**src/rtl/sss_bin_extractor.sv**
```systemverilog
// sss_bin_extractor
//
// Captures the SSS subcarriers of one demodulated OFDM symbol from the
// free-running FFT output stream. It then replays them to the SSS detector as
// one AXI-stream packet with backpressure.
//
// Ports
//   clk_i              clock
//   reset_ni           asynchronous active-low reset (synchronous release expected)
//   s_axis_in_tdata    FFT bin, {imag, real}, both signed IN_DW/2
//   s_axis_in_tvalid   bin valid (upstream cannot be stalled)
//   SSS_valid_i        high for every bin of the SSS symbol
//   m_axis_out_tdata   captured bin, unmodified
//   m_axis_out_tuser   BPSK hard decision = sign bit of the real part
//   m_axis_out_tlast   last beat of the packet
//   m_axis_out_tvalid  beat valid
//   m_axis_out_tready  downstream ready
//   busy_o             capture or drain in progress
//   overflow_o         1-cycle pulse: a symbol arrived while draining and was dropped
//   truncated_o        1-cycle pulse: SSS_valid_i fell before the last SSS bin
//
// Output handshake: a beat transfers on every rising edge where
// m_axis_out_tvalid && m_axis_out_tready. Once tvalid is high it stays high,
// and tdata/tuser/tlast stay frozen, until that transfer happens. tvalid never
// depends combinationally on tready.

module sss_bin_extractor #(
    parameter int IN_DW         = 32,
    parameter int FFT_LEN       = 256,
    parameter int SSS_LEN       = 127,
    parameter int SSS_START_BIN = FFT_LEN / 2 - 63
) (
    input  logic             clk_i,
    input  logic             reset_ni,
    input  logic [IN_DW-1:0] s_axis_in_tdata,
    input  logic             s_axis_in_tvalid,
    input  logic             SSS_valid_i,
    output logic [IN_DW-1:0] m_axis_out_tdata,
    output logic             m_axis_out_tuser,
    output logic             m_axis_out_tlast,
    output logic             m_axis_out_tvalid,
    input  logic             m_axis_out_tready,
    output logic             busy_o,
    output logic             overflow_o,
    output logic             truncated_o
);

    localparam int CNT_W     = $clog2(FFT_LEN);
    localparam int ADDR_W    = $clog2(SSS_LEN);
    localparam int PTR_W     = $clog2(SSS_LEN + 1);
    localparam int RAM_DEPTH = 1 << ADDR_W;

    localparam logic [CNT_W-1:0] FIRST_BIN = CNT_W'(SSS_START_BIN);
    localparam logic [CNT_W-1:0] LAST_BIN  = CNT_W'(SSS_START_BIN + SSS_LEN - 1);
    localparam logic [PTR_W-1:0] LAST_PTR  = PTR_W'(SSS_LEN - 1);
    localparam logic [PTR_W-1:0] DONE_PTR  = PTR_W'(SSS_LEN);

    typedef enum logic [1:0] {
        IDLE    = 2'd0,
        CAPTURE = 2'd1,
        DRAIN   = 2'd2
    } state_t;

    // FSM state; kept as a named signal so checkers can observe it directly.
    state_t state;
    state_t state_next;

    // Input side
    logic [CNT_W-1:0]  bin_cnt;
    logic              accept;
    logic              sym_start;
    logic              in_window;
    logic              capturing;
    logic              wr_en;
    logic              last_write;
    logic              cap_done;
    logic [ADDR_W-1:0] wr_addr;

    // Output side
    logic [PTR_W-1:0]  rd_ptr;
    logic [ADDR_W-1:0] rd_addr;
    logic [IN_DW-1:0]  rd_data;
    logic              out_valid;
    logic              out_last;
    logic              beat_fire;
    logic              load;
    logic              enter_drain;

    // Flag pulses
    logic              overflow_next;
    logic              truncated_next;

    logic [IN_DW-1:0]  mem [0:RAM_DEPTH-1];

    // ------------------------------------------------------------------
    // Input qualification
    // ------------------------------------------------------------------
    assign accept = s_axis_in_tvalid && SSS_valid_i;

    // bin_cnt is 0 only for the first accepted bin of a symbol (it clears
    // whenever SSS_valid_i is low). That makes it a gap-tolerant marker for
    // the start of a symbol. It also keeps a symbol that was dropped during
    // DRAIN from being picked up halfway through once DRAIN ends.
    assign sym_start = accept && (bin_cnt == '0);
    assign in_window = (bin_cnt >= FIRST_BIN) && (bin_cnt <= LAST_BIN);
    assign wr_addr   = ADDR_W'(bin_cnt - FIRST_BIN);

    // ------------------------------------------------------------------
    // Output handshake
    // ------------------------------------------------------------------
    assign beat_fire = out_valid && m_axis_out_tready;

    // Prefetch: fetch the next RAM word whenever the output register is empty
    // or is being emptied this cycle. The RAM read register is the output
    // register, so a freed slot is refilled on the same edge and there is no
    // bubble after tready returns.
    assign load    = (state == DRAIN) && (rd_ptr != DONE_PTR) && (!out_valid || beat_fire);
    assign rd_addr = ADDR_W'(rd_ptr);

    // ------------------------------------------------------------------
    // Next-state / control
    // ------------------------------------------------------------------
    always_comb begin
        state_next     = state;
        capturing      = 1'b0;
        overflow_next  = 1'b0;
        truncated_next = 1'b0;
        wr_en          = 1'b0;
        last_write     = 1'b0;

        case (state)
            IDLE: begin
                if (sym_start) begin
                    state_next = CAPTURE;
                    capturing  = 1'b1;
                end
            end

            CAPTURE: begin
                // cap_done marks the cycle after the last SSS bin was written.
                // DRAIN starts here, and the first RAM read lands one edge later.
                if (cap_done) begin
                    state_next = DRAIN;
                end else if (!SSS_valid_i) begin
                    state_next     = IDLE;
                    truncated_next = 1'b1;
                end else begin
                    capturing = 1'b1;
                end
            end

            DRAIN: begin
                if (beat_fire && out_last) begin
                    // The return to IDLE is decided first. A symbol whose first
                    // bin arrives in this same cycle is then accepted.
                    state_next = IDLE;
                    if (sym_start) begin
                        state_next = CAPTURE;
                        capturing  = 1'b1;
                    end
                end else if (sym_start) begin
                    overflow_next = 1'b1;
                end
            end

            default: begin
                state_next = IDLE;
            end
        endcase

        if (capturing && accept && in_window) begin
            wr_en = 1'b1;
            if (bin_cnt == LAST_BIN) begin
                last_write = 1'b1;
            end
        end
    end

    assign enter_drain = (state_next == DRAIN) && (state != DRAIN);

    // ------------------------------------------------------------------
    // Capture buffer: one write port, one registered read port
    // ------------------------------------------------------------------
    always_ff @(posedge clk_i) begin
        if (wr_en) begin
            mem[wr_addr] <= s_axis_in_tdata;
        end
    end

    // ------------------------------------------------------------------
    // State and datapath registers
    // ------------------------------------------------------------------
    always_ff @(posedge clk_i or negedge reset_ni) begin
        if (!reset_ni) begin
            state       <= IDLE;
            bin_cnt     <= '0;
            cap_done    <= 1'b0;
            rd_ptr      <= '0;
            rd_data     <= '0;
            out_valid   <= 1'b0;
            out_last    <= 1'b0;
            busy_o      <= 1'b0;
            overflow_o  <= 1'b0;
            truncated_o <= 1'b0;
        end else begin
            state       <= state_next;
            cap_done    <= last_write;
            busy_o      <= (state_next != IDLE);
            overflow_o  <= overflow_next;
            truncated_o <= truncated_next;

            if (!SSS_valid_i) begin
                bin_cnt <= '0;
            end else if (s_axis_in_tvalid) begin
                bin_cnt <= bin_cnt + CNT_W'(1);
            end

            if (enter_drain) begin
                rd_ptr    <= '0;
                out_valid <= 1'b0;
                out_last  <= 1'b0;
            end else if (load) begin
                rd_data   <= mem[rd_addr];
                rd_ptr    <= rd_ptr + PTR_W'(1);
                out_valid <= 1'b1;
                out_last  <= (rd_ptr == LAST_PTR);
            end else if (beat_fire) begin
                out_valid <= 1'b0;
                out_last  <= 1'b0;
            end
        end
    end

    // ------------------------------------------------------------------
    // Outputs
    // ------------------------------------------------------------------
    assign m_axis_out_tdata  = rd_data;
    assign m_axis_out_tuser  = rd_data[IN_DW/2-1];
    assign m_axis_out_tlast  = out_last;
    assign m_axis_out_tvalid = out_valid;

endmodule
```
**config.mk**
```make
export PLATFORM = sky130hd
export DESIGN_NAME = sss_bin_extractor
export DESIGN_NICKNAME = d
export VERILOG_FILES = /design/src/rtl/sss_bin_extractor.sv
export SDC_FILE = /design/constraint.sdc
export NUM_CORES = 2
export LEC_CHECK = 0
export BUFFER_PORTS_ARGS = -buffer_cell sky130_fd_sc_hd__buf_2
export CAP_MARGIN = 40
export CORE_MARGIN = 8
export CORE_UTILIZATION = 60
export CTS_BUF_LIST = sky130_fd_sc_hd__clkbuf_4 sky130_fd_sc_hd__clkbuf_8
export DETAILED_ROUTE_END_ITERATION = 6
export PLACE_DENSITY = 0.84
export REMOVE_ABC_BUFFERS = 1
export SYNTH_ARGS = -nofsm -noshare
export SYNTH_HDL_FRONTEND = slang
export SYNTH_SLANG_ARGS = --single-unit
```
**constraint.sdc**
```tcl
create_clock -name clk_i -period 5.6 [get_ports clk_i]
set_input_delay 0.56 -clock clk_i [delete_from_list [all_inputs] [get_ports clk_i]]
set_output_delay 0.56 -clock clk_i [all_outputs]
set_load 0.005 [all_outputs]
```
==> results.json <==
{
  "nNetsFinal": 7957,
  "grt_pass1_vias": 84000,
  "grt_usage": 0.307,
  "antenna_found_initial": 23,
  "initial_core_util": 0.601,
  "io_buffers": 74,
  "synth_area_leaders": "edfxtp_1 77%, mux4_2 12%, mux2i_1 3.3%, dfrtp_1 0.87%, a22oi_1 0.73%",
  "syn_inst": 7210,
  "power.leakage_uw": 0.0564,
  "synth-edff-count": 4096,
  "maxSlewViolCount": 0,
  "hold_end": "mem[82][22]$_DFFE_PP_",
  "dpl_cell_area_um2": 166000,
  "ys_dominant_reg_cell": "edfxtp_1",
  "rsz0062_at_grt": "no",
  "ys_seq_area_frac": 0.784,
  "critical_path_arrival_ns": 5.59,
  "finalNonFillerCells": 11900,
  "period_share": 0.818,
  "cts_tree": "built",
  "dp_cells": 10800,
  "gp_congestion": 0.943,
  "routed-via-count": 84100,
  "final_cell_mix": "4096 x edfxtp_1, 828 x mux4_2, 664 x clkbuf_8",
  "r2r_setup_slack_ns": 1.02,
  "r2r_end": "m_axis_out_tdata[17]$_DFFE_PN0P_",
  "vdd_drop_max_mv": 0.409,
  "hold_path.startpoint": "s_axis_in_tdata[22]",
  "synthToLayoutAreaGrowth_pct": 12.5,
  "crit_path_end_kind": "flip-flop",
  "reg2reg_depth": 9,
  "status": "finished, final reports clean",
  "drc": 0,
  "tightest_slew_ns": 1.09,
  "clock_sinks": 4151,
  "grt_pass1_wl_um": 612000,
  "ys_types": 67,
  "timing.setup.tns_ns": 0,
  "rows": 189,
  "setup.worst_path.start_class": "flip-flop",
  "cts_root_buffer": "clkbuf_8",
  "setup_viol": 0,
  "core_area_um2": 264000,
  "path_class": "flip-flop to flip-flop",
  "viasPerCell": 7.05,
  "chipHeight_um": 530,
  "final.min_clock_period_ns": 4.58,
  "nFillCells": 14500,
  "synth_area_per_cell_um2": 22.0,
  "reg2reg_from": "rd_addr[1]$_DFFE_PN0P_",
  "cts.clk_slew.worst_paths_ns": 0.06,
  "ys_seq_elements": 4151,
  "clock_latency_ns": 1.15,
  "cts_buffer_depth": 4,
  "drt_iter0_drc": 15400,
  "hold_violations": 0,
  "final_area_um2": 179000,
  "htree_levels": 6,
  "max_cap_viol_count": 0,
  "die_w_um": 530,
  "yosysTopAreaCellShare": 0.775,
  "synth_area_um2": 159000,
  "final_common_cell": "edfxtp_1",
  "drt-wirelength-per-cell_um": 36.8,
  "powerDensity_nw_per_um2": 464,
  "max_freq_mhz": 218,
  "hold_depth": 1,
  "dp_hpwl_um": 259000,
  "finalClockSkew_ns": 0.0896,
  "synth_area_leader_cell": "edfxtp_1",
  "slew_headroom": 0.273,
  "grt_max_degree": 137,
  "grt.overflow.total": 0,
  "io_pins": 75,
  "drive_above_1_share": 0.289,
  "cts_made_buffers": 636,
  "required_ns": 6.61,
  "async_flop_share": 0.0132,
  "postCtsResizedCells": 0,
  "drt_wl_total_um": 439000,
  "worst_hold_slack_ns": 0.0468,
  "holdCritPathClass": "input pin to flip-flop",
  "final_antenna_net_count": 0,
  "crit_fanout": 66,
  "die_area_um2": 281000,
  "yosysWarnings": 0,
  "firstDrtPassIters": 6
}
==> through the flow <==
step	worst slack (ns)	util	total power, uW
2_1_floorplan	-39.17	-	45800
3_3_place_gp	0.991	0.625	57300
3_5_place_dp	1.22	0.629	58000
4_1_cts	1.16	0.675	82000
5_1_grt	0.993	0.676	84500
6_report	1.02	0.676	82800
==> critical path, stage by stage, from the launching register on <==
cell	delay, ns
dfrtp_4	0.98
buf_12	0.35
buf_12	0.24
buf_12	0.39
mux4_2	0.40
a22o_1	0.24
a221oi_1	0.81
o22ai_1	0.33
buf_4	0.29
o31a_1	0.29
==> synth_stat cells, drive strengths merged, types with 21 or more instances <==
| cell | instances |
|---|---|
| a211oi | 119 |
| a21oi | 115 |
| a221oi | 28 |
| a22o | 70 |
| a22oi | 154 |
| a31oi | 42 |
| buf | 283 |
| clkbuf | 135 |
| dfrtp | 55 |
| edfxtp | 4096 |
| mux2i | 526 |
| mux4 | 828 |
| nand2 | 84 |
| nand3 | 48 |
| nor2 | 203 |
| nor2b | 21 |
| o21ai | 52 |
| o221ai | 52 |
| o22ai | 105 |
==> worst max-delay path by stage <==
stage / startpoint / to / slack (ns) / depth (start not counted)
6_report: rd_addr[1]$_DFFE_PN0P_ / m_axis_out_tdata[17]$_DFFE_PN0P_ / 1.02 / 9
5_1_grt: bin_cnt[0]$_DFFE_PN0P_ / mem[113][12]$_DFFE_PP_ / 0.99 / 9
4_1_cts: rd_addr[1]$_DFFE_PN0P_ / m_axis_out_tdata[17]$_DFFE_PN0P_ / 1.16 / 9
3_5_place_dp: rd_addr[1]$_DFFE_PN0P_ / m_axis_out_tdata[21]$_DFFE_PN0P_ / 1.22 / 9
3_3_place_gp: rd_addr[0]$_DFFE_PN0P_ / m_axis_out_tdata[17]$_DFFE_PN0P_ / 0.99 / 7
2_1_floorplan: rd_addr[0]$_DFFE_PN0P_ / m_axis_out_tdata[28]$_DFFE_PN0P_ / -39.17 / 6
==> final cells by class <==
class	instances	area, um2	share of cell area
inverter	9	33.8	0.000189
antenna	23	57.6	0.000322
clock inverter	223	1340	0.00750
multi-input combinational	2632	33100	0.185
timing repair buffer	484	4620	0.0258
tap	3533	4420	0.0247
clock buffer	871	10700	0.0599
sequential	4151	124000	0.696
==> flip-flops by register name (all words and copies together), names as in the netlist <==
signal and cells:
cap_done 1, m_axis_out_tlast 1, state 2, busy_o 1, bin_cnt 8, m_axis_out_tdata 32, mem 4096, truncated_o 1
m_axis_out_tvalid 1, rd_addr 7, overflow_o 1
==> power by group <==
group	switching, uW	internal (uW)
sequential	790	34300
combinational	14400	8990
clock	11500	12800
==> logic make-up (layout without fill, tap and decap cells) <==
group / count (synthesis) / after routing / share of synthesized area
simple gates: 429 / 429 / 0.0122
compound gates: 824 / 824 / 0.0370
other cells: 0 / 23 / 0
buf+inv: 427 / 1587 / 0.0151
fa+ha+maj: 6 / 6 / 0.000473
flops: 4151 / 4151 / 0.784
xor+xnor: 15 / 15 / 0.000828
mux: 1358 / 1358 / 0.151
==> routing by layer <==
metal | global-route usage | wire length (um)
met1 | 0.390 | 137000
met4 | 0.195 | 35000
met3 | 0.0965 | 67200
met2 | 0.464 | 200000
met5 | 0 | 80
==> repair_timing <==
action                                 in CTS  in global routing
setup endpoints to repair                   0                  0
hold buffers                               29                  0
endpoints found under the hold margin     486                  0
buffers inserted                            0                  0
(Power assumes the default switching activity.)
